File: src/rtl/instr_fetch_ctrl.sv
// instr_fetch_ctrl: fetch/decode sequencer that owns the PC and hands each instruction
// word to the execution FSMs. Optional build macro: SINGLE_STEP_EN (adds the step input).
module instr_fetch_ctrl #(
   parameter int ADDR_W  = 8,
   parameter int TIMEOUT = 31
) (
   input  logic              clk,
   input  logic              rst,
   input  logic              run,
`ifdef SINGLE_STEP_EN
   input  logic              step,
`endif
   input  logic [15:0]       mem_data,
   input  logic              mem_ack,
   output logic              mem_rd,
   output logic [ADDR_W-1:0] mem_addr,
   input  logic              PC_inc,
   input  logic              exec_done,
   output logic [15:0]       fullBitNum,
   output logic [1:0]        op_class,
   output logic [ADDR_W-1:0] pc,
   output logic              halted,
   output logic              fault
);

   localparam int CNT_W = (TIMEOUT > 1) ? $clog2(TIMEOUT + 1) : 1;
   localparam logic [CNT_W-1:0]  CNT_LAST = CNT_W'(TIMEOUT - 1);
   localparam logic [CNT_W-1:0]  CNT_ONE  = CNT_W'(1);
   localparam logic [ADDR_W-1:0] PC_ONE   = ADDR_W'(1);

   localparam logic [2:0] S_IDLE   = 3'd0;
   localparam logic [2:0] S_FETCH  = 3'd1;
   localparam logic [2:0] S_DECODE = 3'd2;
   localparam logic [2:0] S_EXEC   = 3'd3;
   localparam logic [2:0] S_HALT   = 3'd4;
   localparam logic [2:0] S_ERR    = 3'd5;

   logic [2:0]        state_q, state_d;
   logic [ADDR_W-1:0] pc_q, pc_d;
   logic [15:0]       ir_q, ir_d;
   logic [CNT_W-1:0]  cnt_q, cnt_d;
   logic [1:0]        op_class_q, op_class_d;
   logic              mem_rd_q, mem_rd_d;
   logic [15:0]       full_q, full_d;
   logic              halted_q, halted_d;
   logic              fault_q, fault_d;
   logic              start_ok;
   logic              cont_ok;

`ifdef SINGLE_STEP_EN
   logic              step_q, step_d;

   // Single-step: start only on a step rising edge, always park in IDLE after completion.
   assign step_d   = step;
   assign start_ok = step & ~step_q;
   assign cont_ok  = 1'b0;
`else
   assign start_ok = run;
   assign cont_ok  = run;
`endif

   // Next-state, PC, instruction register and timeout counter; outputs follow the next state.
   always_comb begin
      state_d    = state_q;
      pc_d       = pc_q;
      ir_d       = ir_q;
      cnt_d      = cnt_q;
      op_class_d = op_class_q;
      case (state_q)
         S_IDLE: begin
            if (start_ok) begin
               state_d = S_FETCH;
            end else begin
               state_d = S_IDLE;
            end
         end
         S_FETCH: begin
            if (mem_ack) begin
               ir_d    = mem_data;
               state_d = S_DECODE;
            end else begin
               state_d = S_FETCH;
            end
         end
         S_DECODE: begin
            cnt_d = '0;
            case (ir_q[15:12])
               4'b0000: begin
                  op_class_d = 2'b00;
                  pc_d       = pc_q + PC_ONE;
                  state_d    = cont_ok ? S_FETCH : S_IDLE;
               end
               4'b0001, 4'b0010: begin
                  op_class_d = 2'b01;
                  state_d    = S_EXEC;
               end
               4'b0011, 4'b0100, 4'b0101, 4'b0110, 4'b0111: begin
                  op_class_d = 2'b10;
                  state_d    = S_EXEC;
               end
               4'b1111: begin
                  op_class_d = 2'b11;
                  state_d    = S_HALT;
               end
               default: begin
                  op_class_d = 2'b11;
                  state_d    = S_ERR;
               end
            endcase
         end
         S_EXEC: begin
            if (PC_inc) begin
               pc_d = pc_q + PC_ONE;
            end else begin
               pc_d = pc_q;
            end
            // exec_done takes priority over the timeout on the final allowed cycle
            if (exec_done) begin
               cnt_d   = '0;
               state_d = cont_ok ? S_FETCH : S_IDLE;
            end else if (cnt_q == CNT_LAST) begin
               state_d = S_ERR;
            end else begin
               cnt_d = cnt_q + CNT_ONE;
            end
         end
         S_HALT: begin
            state_d = S_HALT;
         end
         S_ERR: begin
            state_d = S_ERR;
         end
         default: begin
            state_d = S_ERR;
         end
      endcase
      mem_rd_d = (state_d == S_FETCH);
      full_d   = (state_d == S_EXEC) ? ir_d : 16'h0000;
      halted_d = (state_d == S_HALT);
      fault_d  = (state_d == S_ERR);
   end

   // State and registered outputs; rst overrides everything.
   always_ff @(posedge clk) begin
      if (rst) begin
         state_q    <= S_IDLE;
         pc_q       <= '0;
         ir_q       <= 16'h0000;
         cnt_q      <= '0;
         op_class_q <= 2'b00;
         mem_rd_q   <= 1'b0;
         full_q     <= 16'h0000;
         halted_q   <= 1'b0;
         fault_q    <= 1'b0;
`ifdef SINGLE_STEP_EN
         step_q     <= 1'b0;
`endif
      end else begin
         state_q    <= state_d;
         pc_q       <= pc_d;
         ir_q       <= ir_d;
         cnt_q      <= cnt_d;
         op_class_q <= op_class_d;
         mem_rd_q   <= mem_rd_d;
         full_q     <= full_d;
         halted_q   <= halted_d;
         fault_q    <= fault_d;
`ifdef SINGLE_STEP_EN
         step_q     <= step_d;
`endif
      end
   end

   assign mem_rd     = mem_rd_q;
   assign mem_addr   = pc_q;
   assign fullBitNum = full_q;
   assign op_class   = op_class_q;
   assign pc         = pc_q;
   assign halted     = halted_q;
   assign fault      = fault_q;

endmodule
File: config.mk
export PLATFORM = sky130hd
export DESIGN_NAME = instr_fetch_ctrl
export DESIGN_NICKNAME = d
export VERILOG_FILES = /design/src/rtl/instr_fetch_ctrl.sv
export SDC_FILE = /design/constraint.sdc
export NUM_CORES = 1
export LEC_CHECK = 0
export BUFFER_PORTS_ARGS = -buffer_cell sky130_fd_sc_hd__buf_2
export CAP_MARGIN = 20
export CORE_UTILIZATION = 55
export DETAILED_ROUTE_END_ITERATION = 10
export HOLD_SLACK_MARGIN = 0.15
export MAX_ROUTING_LAYER = met4
export PLACE_DENSITY = 0.83
export SYNTH_ARGS = -nofsm -noshare
export SYNTH_HDL_FRONTEND = slang
export SYNTH_SLANG_ARGS = --single-unit
File: constraint.sdc
create_clock -name clk -period 3 [get_ports clk]
set_input_delay 0.3 -clock clk [delete_from_list [all_inputs] [get_ports clk]]
set_output_delay 0.3 -clock clk [all_outputs]
set_load 0.03 [all_outputs]
Word level (Yosys, flattened, before mapping)
Index checks and enable logic that the tools add are counted.
{"block": "op_classes", "n_addsub": 2, "eq_ne": 20, "n_mux": 15, "bitwise_logic": 1, "n_reduce_logical": 9}
{"cell": "$mux 16", "count": 2}
{"cell": "$eq 4x3->1 const B", "count": 4}
{"cell": "$mux 8", "count": 2}
{"cell": "$pmux 8 s2", "count": 1}
{"cell": "$pmux 3 s5", "count": 1}
{"cell": "$mux 5", "count": 2}
{"cell": "$pmux 5 s2", "count": 1}
{"cell": "$eq 3x2->1 const B", "count": 3}
{"cell": "$eq 3x3->1 const B", "count": 3}
{"cell": "$pmux 3 s3", "count": 1}
{"cell": "$add 8x1->8 const B", "count": 1}
{"cell": "$eq 4x2->1 const B", "count": 2}
{"cell": "$reduce_or 7->1", "count": 1}
{"cell": "$eq 3x1->1 const B", "count": 2}
{"cell": "$mux 3", "count": 2}
{"cell": "$pmux 2 s3", "count": 1}
{"cell": "$add 5x1->5 const B", "count": 1}
{"cell": "$eq 5x5->1 const B", "count": 1}
{"cell": "$reduce_or 5->1", "count": 1}
{"cell": "$eq 4x1->1 const B", "count": 1}
{"cell": "$eq 4x4->1 const B", "count": 1}
{"cell": "$logic_not 4->1", "count": 1}
{"cell": "$ne 2x2->1 const B", "count": 2}
{"cell": "$reduce_or 2->1", "count": 2}
{"cell": "8 further kinds", "count": 8}
{"block": "totals", "reg_bits": 53, "input_bits": 22, "output_inout_bits": 37, "wordCells": 56}

Logic depth before layout (Yosys ltp)
Gate-level depths: netlist of run 1.
{"block": "logic_depth", "word_depth": 7, "depth_mapped": 7, "mapped_depth_nobuf": 6}

Worst setup path after synthesis of run 1
Ideal clock, no wire load.
{"block": "synth_path", "kind": "register to register", "from": "reg pc_q[0] (netlist: mem_addr[0])", "to": "reg pc_q[6] (netlist: mem_addr[6])", "setup_ns": 0.121, "arrival_ns": 1.438, "t_required_ns": 2.879, "path_slack_ns": 1.441, "path_stages_with_launch": 6, "n_path_buf": 0, "period_less_slack_ns": 1.559, "path_cell_list": "dfxtp_1 ha_1 and2_1 nand4_1 nor2_1 mux2_2"}
{"block": "synth_between", "elab_chain_len": 3, "word_cells_on_any_way": 4, "cone_classes": "add/sub: 1; mux: 3"}
{"item": "start: declaration", "line": "39", "rtl": "logic [ADDR_W-1:0] pc_q, pc_d;"}
{"item": "start signal: assignment", "line": "160", "rtl": "pc_q <= pc_d;"}
{"item": "$add 8x1->8 (*)", "line": "90, 113"}
{"item": "$mux 8, on equally long branches", "line": "112, 87"}
{"item": "$pmux 8 s2 (*)", "line": "69", "rtl": "case (state_q)"}
Mark *: on every way between the ends. The rest lies on a longest branch, timed or not. The select of a mux whose other input is x is not followed.
A chain may end at the register's enable or synchronous reset.

Worst setup path after layout of run 1
{"block": "layout_path", "from": "reg state_q[1]", "to": "reg pc_q[6] (netlist: mem_addr[6])"}
{"block": "layout_between", "elab_chain_len": 3, "word_cells_on_any_way": 7, "cone_classes": "eq/ne: 4; mux: 1; reduce/logical: 2"}
{"item": "start: declaration", "line": "38", "rtl": "logic [2:0] state_q, state_d;"}
{"item": "start signal: assignment", "line": "159", "rtl": "state_q <= state_d;"}
{"item": "$eq 3x2->1", "line": "69"}
{"item": "$ne 2x2->1 (no source line) / $reduce_bool 2->1 (equally long branches)"}
{"item": "$reduce_and 3->1 (no source line)"}
Parallel ways exist; a longest one is shown, timed or not.

==> results of run 1 <==
## power by group through the flow
stage	clock [mW]	combinational, mW	sequential (mW)
after global routing	0.464	0.0852	0.727
after CTS	0.432	0.0772	0.725
final	0.424	0.0771	0.725
after global placement	0	0.0755	0.741
after floorplan	0	0.0513	0.743
after detailed placement	0	0.0767	0.741
## through the flow
stage,worst slack [ns],instances
after floorplan,1.44,236
after global placement,1.11,322
after detailed placement,1.04,322
after CTS,1.01,330
after global routing,0.805,330
final,0.948,330
## flip-flops by register name (all words and copies together), names as in the netlist
signal	flops
mem_rd	1
mem_addr	8
op_class	2
cnt_q	5
fullBitNum	16
halted	1
state_q	3
ir_q	16
fault	1
## synthesized netlist by cell type
cell / number / share of area (%)
and2b_1: 1 / 0.35
buf_4: 10 / 3.5
xor2_1: 2 / 0.83
and2_1: 19 / 5.6
mux2_2: 1 / 0.53
nor2_1: 14 / 2.5
nor4_1: 2 / 0.59
nor4bb_1: 1 / 0.47
nor4b_4: 1 / 1.1
nor3_1: 2 / 0.47
ha_1: 3 / 1.8
o2111ai_1: 1 / 0.41
nor2b_1: 3 / 0.89
o22ai_1: 1 / 0.30
nand3b_1: 1 / 0.35
xnor2_1: 3 / 1.2
nand4b_1: 1 / 0.41
o211ai_1: 1 / 0.35
nand2_1: 37 / 6.6
nand4_1: 3 / 0.89
a211oi_1: 1 / 0.35
dfxtp_1: 53 / 50
nand2b_1: 3 / 0.89
and4_1: 2 / 0.83
or3_1: 5 / 1.5
clkbuf_1: 5 / 0.89
a21oi_1: 28 / 6.6
and3b_1: 1 / 0.41
a21o_1: 1 / 0.35
buf_2: 4 / 0.94
a32o_1: 2 / 0.94
a311oi_1: 2 / 0.83
nand3_1: 4 / 0.94
clkbuf_2: 1 / 0.24
inv_1: 2 / 0.35
nand4bb_1: 1 / 0.53
buf_6: 1 / 0.53
nor3b_1: 1 / 0.35
o21ai_0: 9 / 2.1
or4_1: 1 / 0.35
a32oi_1: 2 / 0.83
## cells by family after synthesis
kind of cell | after synthesis | synth area share (%)
and+or+nand+nor | 103 | 26.0
DFF | 53 | 50.1
AOI/OAI and AO/OA | 48 | 13.1
buffers and inverters | 23 | 6.49
xor gates and xnor gates | 5 | 2.07
adders and majority gates | 3 | 1.77
muxes | 1 | 0.531
## path summary, 6_finish.rpt
check | startpoint | end | slack, ns | depth (start not counted)
setup / recovery | state_q[1] | mem_addr[6] | 0.95 | 4
hold / removal | mem_data[4] | ir_q[4] | 0.23 | 3
setup reg to reg | state_q[1] | mem_addr[6] | 0.95 | 4
hold reg to reg | ir_q[3] | ir_q[3] | 0.46 | 2
## area by class of cell
type,instances,area share (%)
tap,48,2.45
timing repair buffer,59,12.1
sequential,53,43.2
clock buffer,6,3.37
clock inverter,2,0.714
multi-input combinational,160,37.8
inverter,2,0.306
## worst max-delay path, cell delays in order (launching register included)
cell and delay, ns:
dfxtp_1 0.52, nor2b_1 0.47, a32oi_1 0.39, nor2_1 0.22, mux2_2 0.34
## layer usage
layer / routed length, um / global-route usage, %
met2: 1880 / 33.8
met3: 189 / 6.25
met1: 1850 / 25.9
met4: 73 / 9.94
met5: 0 / -
==> qor.txt, run 1 <==
total gr overflow - 0
number of global-route vias before repair - 1511
register area - 1060 um^2
die width - 64.1 um
CTS Hold Bufs - 0
antenna cells - 0
die area - 4110 um^2
sw power - 0.289 mW
worst vdd ir - 0.000272 V
port buffer count - 58
post-cts gate resize count - 0
TritonCTS Buffers - 5
leakage power - 1.04 nW
root buffer cell - clkbuf_8
max-cap violations - 0
total power - 1.23 mW
Slew Limit Fails - 0
layout cell share with drive strength beyond 1 - 24.8%
RSZ-0062 raised after global routing - false
nets@finish - 306
syn avg cell area - 8.98 um^2
# DRC - 0
TritonCTS clock tree - yes
first-pass GRT wire length - 6.64 mm
drt pass-1 iters - 4
DIE HEIGHT - 64.1 um
share of the yosys chip area belonging to registers - 50.1%
Longest Clk Path Bufs - 2
hold crit path type - input pin to flip-flop
period utilization - 68.4%
CTS sink cnt - 53
Starting Density - 57.5%
status - completed
sequential share of power - 59.1%
fmax - 487 MHz
power per cell area - 500 nW/um^2
Worst Tran Pin Value - 0.774 ns
routability cong. - 0.826
switching share of total power - 23.6%
Tot GR Track Use - 21.7%
initial antenna violation count - 0
Util after Layout - 66.5%
crit end category - flip-flop
most frequent cells in the layout - 58 x buf_2, 53 x dfxtp_1, 37 x nand2_1
synth unique cells - 41
post-DP HPWL - 2.75 mm
most common cell after layout, fill and taps aside - buf_2
Cell Area, Placed - 2350 um^2
routed len/inst - 12.1 um
Filler cells - 353
H-tree Lvls - 2
final setup TNS - 0 ns
Critical Path RT - 3.20 ns
detailed-route via count - 1738
Startpoint Class - flip-flop
fin area - 2450 um^2
worst-path fanout max - 11
flip-flop and latch count after synthesis - 53
cell count after synthesis - 236
minimum clock period - 2.05 ns
core area - 3690 um^2
Total Routed Length - 3.99 mm
logic gate share of total power - 6.3%
I/O pins - 59
Core Rows - 22
Worst Hold Margin - 0.226 ns
Slew headroom - 48.4%
post-synthesis cell area - 2120 um^2
Multi-input gate area - 927 um^2
YS warnings - 0
Area growth syn-to-layout - 15.8%
DR iter-0 viols - 96
final count of hold timing violations - 0
post-DR vias/cell - 5.27
Clock Power Share - 34.6%
number of setup buffers added after CTS - 0
largest net degree at the start of global routing - 36
Internal - 0.937 mW
worst-skew pair later-pin latency - 0.31 ns
Final ANT Viol Nets - 0
Setup violations, final - 0
Crit Path Class - flip-flop to flip-flop
clk_skew - 0.00720 ns
Mapped Nets - 261
crit path DAT - 2.25 ns
register clock-pin slew on the reported worst setup and hold paths - 0.10 ns
Power figures use the tool's default switching activity.
==> run 2: changes to the inputs <==
Settings changed: CORE_UTILIZATION 55 to 51, PLACE_DENSITY 0.83 to 0.78.
Clock period 3 ns to 2.05 ns, I/O delays scaled along.
==> qor.txt, run 2 (synthesized netlist as in run 1, its figures left out) <==
max-cap violations - 0 (unchanged)
Startpoint Class - flip-flop (unchanged)
die area - 4420 um^2 (was 4110 um^2)
Crit Path Class - flip-flop to flip-flop (unchanged)
Tot GR Track Use - 23.3% (was 21.7%)
Worst R2R End - mem_addr[6] (unchanged)
die width - 66.5 um (was 64.1 um)
fmax - 547 MHz (was 487 MHz)
Setup violations, final - 0 (unchanged)
largest net degree at the start of global routing - 36 (unchanged)
final count of hold timing violations - 0 (unchanged)
R2R Path Start - state_q[1] (unchanged)
Setup WS pre-CTS - 0.285 ns (was 1.04 ns)
worst-path fanout max - 11 (unchanged)
Critical Path Sink - mem_addr[6] (unchanged)
Slew headroom - 54.5% (was 48.4%)
TritonCTS Buffers - 5 (unchanged)
Cell Area, Placed - 2380 um^2 (was 2350 um^2)
Multi-input gate area - 927 um^2 (unchanged)
Starting Density - 53.0% (was 57.5%)
Area growth syn-to-layout - 24.6% (was 15.8%)
Final ANT Viol Nets - 0 (unchanged)
sequential share of power - 55.8% (was 59.1%)
Slew Limit Fails - 0 (unchanged)
CTS Hold Bufs - 15 (was 0)
final worst setup slack - 0.223 ns (was 0.948 ns)
Util after Layout - 66.0% (was 66.5%)
r2r setup slk - 0.22 ns (was 0.95 ns)
number of setup buffers added after CTS - 0 (unchanged)
Core Rows - 23 (was 22)
most frequent cells in the layout - 58 x buf_2, 53 x dfxtp_1, 37 x nand2_1 (unchanged)
DR iter-0 viols - 113 (was 96)
total gr overflow - 0 (unchanged)
leakage power - 1.13 nW (was 1.04 nW)
crit end category - flip-flop (unchanged)
# DRC - 0 (unchanged)
worst-case reg-to-reg path depth - 4 (unchanged)
DIE HEIGHT - 66.5 um (was 64.1 um)
worst-skew pair later-pin latency - 0.30 ns (was 0.31 ns)
CTS sink cnt - 53 (unchanged)
Clock Power Share - 36.8% (was 34.6%)
final setup TNS - 0 ns (unchanged)
Worst Tran Pin Value - 0.682 ns (was 0.774 ns)
register clock-pin slew on the reported worst setup and hold paths - 0.09 ns (was 0.10 ns)
minimum clock period - 1.83 ns (was 2.05 ns)
H-tree Lvls - 2 (unchanged)
port buffer count - 58 (unchanged)
root buffer cell - clkbuf_8 (unchanged)
core area - 4000 um^2 (was 3690 um^2)
detailed-route via count - 1818 (was 1738)
post-cts gate resize count - 0 (unchanged)
Filler cells - 327 (was 353)
nets@finish - 324 (was 306)
RSZ-0062 raised after global routing - false (unchanged)
routed len/inst - 12.7 um (was 12.1 um)
period utilization - 89.1% (was 68.4%)
Setup crit start - state_q[1] (unchanged)
antenna cells - 0 (unchanged)
register area - 1060 um^2 (unchanged)
hold crit path type - input pin to flip-flop (unchanged)
Internal - 1.48 mW (was 0.937 mW)
fin area - 2640 um^2 (was 2450 um^2)
post-DR vias/cell - 5.19 (was 5.27)
TritonCTS clock tree - yes (unchanged)
initial antenna violation count - 0 (unchanged)
I/O pins - 59 (unchanged)
logic gate share of total power - 7.4% (was 6.3%)
switching share of total power - 22.3% (was 23.6%)
worst vdd ir - 0.000562 V (was 0.000272 V)
first-pass GRT wire length - 7.34 mm (was 6.64 mm)
number of global-route vias before repair - 1626 (was 1511)
Worst Hold Margin - 0.168 ns (was 0.226 ns)
hold_sp - mem_data[11] (was mem_data[4])
status - completed (unchanged)
sw power - 0.425 mW (was 0.289 mW)
crit path DAT - 2.02 ns (was 2.25 ns)
power per cell area - 720 nW/um^2 (was 500 nW/um^2)
layout cell share with drive strength beyond 1 - 24.3% (was 24.8%)
Total Routed Length - 4.46 mm (was 3.99 mm)
most common cell after layout, fill and taps aside - buf_2 (unchanged)
routability cong. - 0.804 (was 0.826)
drt pass-1 iters - 6 (was 4)
Longest Clk Path Bufs - 2 (unchanged)
Critical Path RT - 2.25 ns (was 3.20 ns)
clk_skew - 0.00718 ns (was 0.00720 ns)
post-DP HPWL - 2.93 mm (was 2.75 mm)
run 2: changes by cell type in the layout (fill, tap and decap cells not counted), sizes merged:
cell         previous run  this run
clkbuf                  6         5
buf                    59        62
bufinv                  0         1
dlygate4sd3             0        15
run 2: worst min-delay path by stage:
stage               endpoint  slack, ns  cells past startpoint
floorplan            ir_q[0]       0.35                      2
global placement     ir_q[2]       0.44                      2
detailed placement   ir_q[2]       0.45                      2
CTS                 ir_q[11]       0.16                      3
global route        ir_q[11]       0.16                      3
finish              ir_q[11]       0.17                      3
run 2: through the flow:
step | cells | power [mW]
2_1_floorplan | 236 | 1.16
3_3_place_gp | 327 | 1.20
3_5_place_dp | 327 | 1.20
4_1_cts | 350 | 1.92
5_1_grt | 350 | 1.98
6_report | 350 | 1.90
run 2: final cells by class:
cell class | instances | area share, %
Timing Repair Buffer | 77 | 17.8
Sequential cell | 53 | 40.2
Multi-Input combinational cell | 160 | 35.1
Clock buffer | 5 | 2.61
Tap cell | 50 | 2.37
Clock inverter | 3 | 1.66
Inverter | 2 | 0.284
run 2: layer usage:
layer	share of wire, %	GRT usage [%]
met5	0	-
met4	0.99	10.1
met2	48	36.7
met3	6.0	6.16
met1	45	28.0
run 2: worst max-delay path: stages (launching register included):
cell and delay [ns]:
dfxtp_1 0.53, nor4b_4 0.38, a32oi_1 0.26, nor2_1 0.20, mux2_2 0.34
run 2: power by group through the flow:
stage | registers [mW] | clock network [mW] | logic [mW]
after floorplan | 1.09 | 0 | 0.0750
after global placement | 1.08 | 0 | 0.116
after detailed placement | 1.09 | 0 | 0.116
after CTS | 1.06 | 0.722 | 0.139
after global routing | 1.06 | 0.760 | 0.156
final | 1.06 | 0.700 | 0.140
==> run 3: changes to the inputs <==
Settings changed: CELL_PAD_IN_SITES_DETAIL_PLACEMENT set to 0, CELL_PAD_IN_SITES_GLOBAL_PLACEMENT set to 2, CORE_UTILIZATION 51 to 30, GPL_ROUTABILITY_DRIVEN set to 0, PLACE_DENSITY 0.78 to unset, PLACE_DENSITY_LB_ADDON set to 0.1.
==> qor.txt, run 3 (synthesized netlist as in run 1, its figures left out) <==
core area - 6790 um^2 (was 4000 um^2)
detailed-route via count - 1793 (was 1818)
number of setup buffers added after CTS - 0 (unchanged)
r2r setup slk - 0.23 ns (was 0.22 ns)
Setup violations, final - 0 (unchanged)
clk_skew - 0.00728 ns (was 0.00718 ns)
most frequent cells in the layout - 58 x buf_2, 53 x dfxtp_1, 37 x nand2_1 (unchanged)
final setup TNS - 0 ns (unchanged)
fmax - 548 MHz (was 547 MHz)
die area - 7410 um^2 (was 4420 um^2)
minimum clock period - 1.82 ns (was 1.83 ns)
initial antenna violation count - 0 (unchanged)
worst-skew pair later-pin latency - 0.31 ns (was 0.30 ns)
Worst Hold Margin - 0.160 ns (was 0.168 ns)
I/O pins - 59 (unchanged)
total gr overflow - 0 (unchanged)
first-pass GRT wire length - 7.98 mm (was 7.34 mm)
DR iter-0 viols - 70 (was 113)
Slew headroom - 46.6% (was 54.5%)
CTS sink cnt - 53 (unchanged)
register clock-pin slew on the reported worst setup and hold paths - 0.10 ns (was 0.09 ns)
root buffer cell - clkbuf_8 (unchanged)
port buffer count - 58 (unchanged)
Final ANT Viol Nets - 0 (unchanged)
Longest Clk Path Bufs - 2 (unchanged)
antenna cells - 0 (unchanged)
DIE HEIGHT - 86.1 um (was 66.5 um)
period utilization - 89.0% (was 89.1%)
worst-path fanout max - 11 (unchanged)
post-DR vias/cell - 4.49 (was 5.19)
crit end category - flip-flop (unchanged)
Total Routed Length - 4.98 mm (was 4.46 mm)
Crit-path slowest cell - nor4b_4 (was dfxtp_1)
layout cell share with drive strength beyond 1 - 25.1% (was 24.3%)
CTS Hold Bufs - 15 (unchanged)
drt pass-1 iters - 4 (was 6)
Startpoint Class - flip-flop (unchanged)
TritonCTS clock tree - yes (unchanged)
H-tree Lvls - 2 (unchanged)
CP Cell Sequence - nor4b_4 > a32oi_1 > nor2_1 > mux2_2 (unchanged)
worst vdd ir - 0.000331 V (was 0.000562 V)
number of global-route vias before repair - 1622 (was 1626)
final count of hold timing violations - 0 (unchanged)
Critical Path RT - 2.26 ns (was 2.25 ns)
Tot GR Track Use - 14.6% (was 23.3%)
status - completed (unchanged)
post-cts gate resize count - 0 (unchanged)
most common cell after layout, fill and taps aside - buf_2 (unchanged)
Crit Path Class - flip-flop to flip-flop (unchanged)
routed len/inst - 12.5 um (was 12.7 um)
nets@finish - 327 (was 324)
Area growth syn-to-layout - 28.2% (was 24.6%)
Worst path max stage delay - 0.44 ns (was 0.53 ns)
crit path DAT - 2.04 ns (was 2.02 ns)
largest net degree at the start of global routing - 27 (was 36)
leakage power - 1.13 nW (about the same)
Slew Limit Fails - 0 (unchanged)
power per cell area - 682 nW/um^2 (was 720 nW/um^2)
die width - 86.1 um (was 66.5 um)
Core Rows - 30 (was 23)
max-cap violations - 0 (unchanged)
# DRC - 0 (unchanged)
TritonCTS Buffers - 5 (unchanged)
post-DP HPWL - 3.38 mm (was 2.93 mm)
RSZ-0062 raised after global routing - false (unchanged)
Worst Tran Pin Value - 0.801 ns (was 0.682 ns)
Starting Density - 31.2% (was 53.0%)
hold crit path type - input pin to flip-flop (unchanged)
## run 3: worst paths after layout
| path | startpoint | endpoint | cells after the start |
|---|---|---|---|
| worst min register to register | ir_q[10] | ir_q[10] | 2 |
| worst max-delay path | state_q[0] | mem_addr[6] | 4 |
| worst min-delay path | mem_data[12] | ir_q[12] | 3 |
| worst max register to register | state_q[0] | mem_addr[6] | 4 |
## run 3: where the power goes
| group | switching (mW) | leakage, nW | internal (mW) |
|---|---|---|---|
| combinational | 0.0788 | 0.658 | 0.0706 |
| sequential | 0.0133 | 0.428 | 1.05 |
| clock | 0.366 | 0.0478 | 0.279 |
## run 3: stage by stage
step	utilization (%)	instances	total power, mW	area [um^2]	worst slack [ns]
floorplan	-	236	1.16	2120	0.491
global placement	36.3	376	1.21	2470	0.225
detailed placement	36.3	376	1.21	2470	0.252
CTS	40.0	399	1.89	2720	0.240
global route	40.0	399	1.95	2720	0.0603
finish	40.0	399	1.85	2720	0.226
## run 3: area by class of cell
class / count / area [um^2]
clock inverter: 2 / 16.3
tap: 96 / 120
inverter: 2 / 7.51
clock buffer: 6 / 82.6
fill: 701 / 4080
timing repair buffer: 80 / 493
multi-input combinational: 160 / 936
sequential: 53 / 1060
## run 3: critical path: cells and delay by family (launching register included)
| kind | cells | cell delay [ns] |
|---|---|---|
| AOI/OAI and AO/OA | 1 | 0.30 |
| muxes | 1 | 0.34 |
| and+or+nand+nor | 2 | 0.67 |
| DFF | 1 | 0.41 |
## run 3: per-layer routing
| layer | up-vias | part of all wire, % | track usage (%) |
|---|---|---|---|
| met3 | 5 | 3.0 | 4.43 |
| met5 | - | 0 | - |
| met2 | 31 | 47 | 22.4 |
| li1 | 930 | - | - |
| met1 | 827 | 48 | 18.4 |
| met4 | 0 | 1.1 | 4.09 |
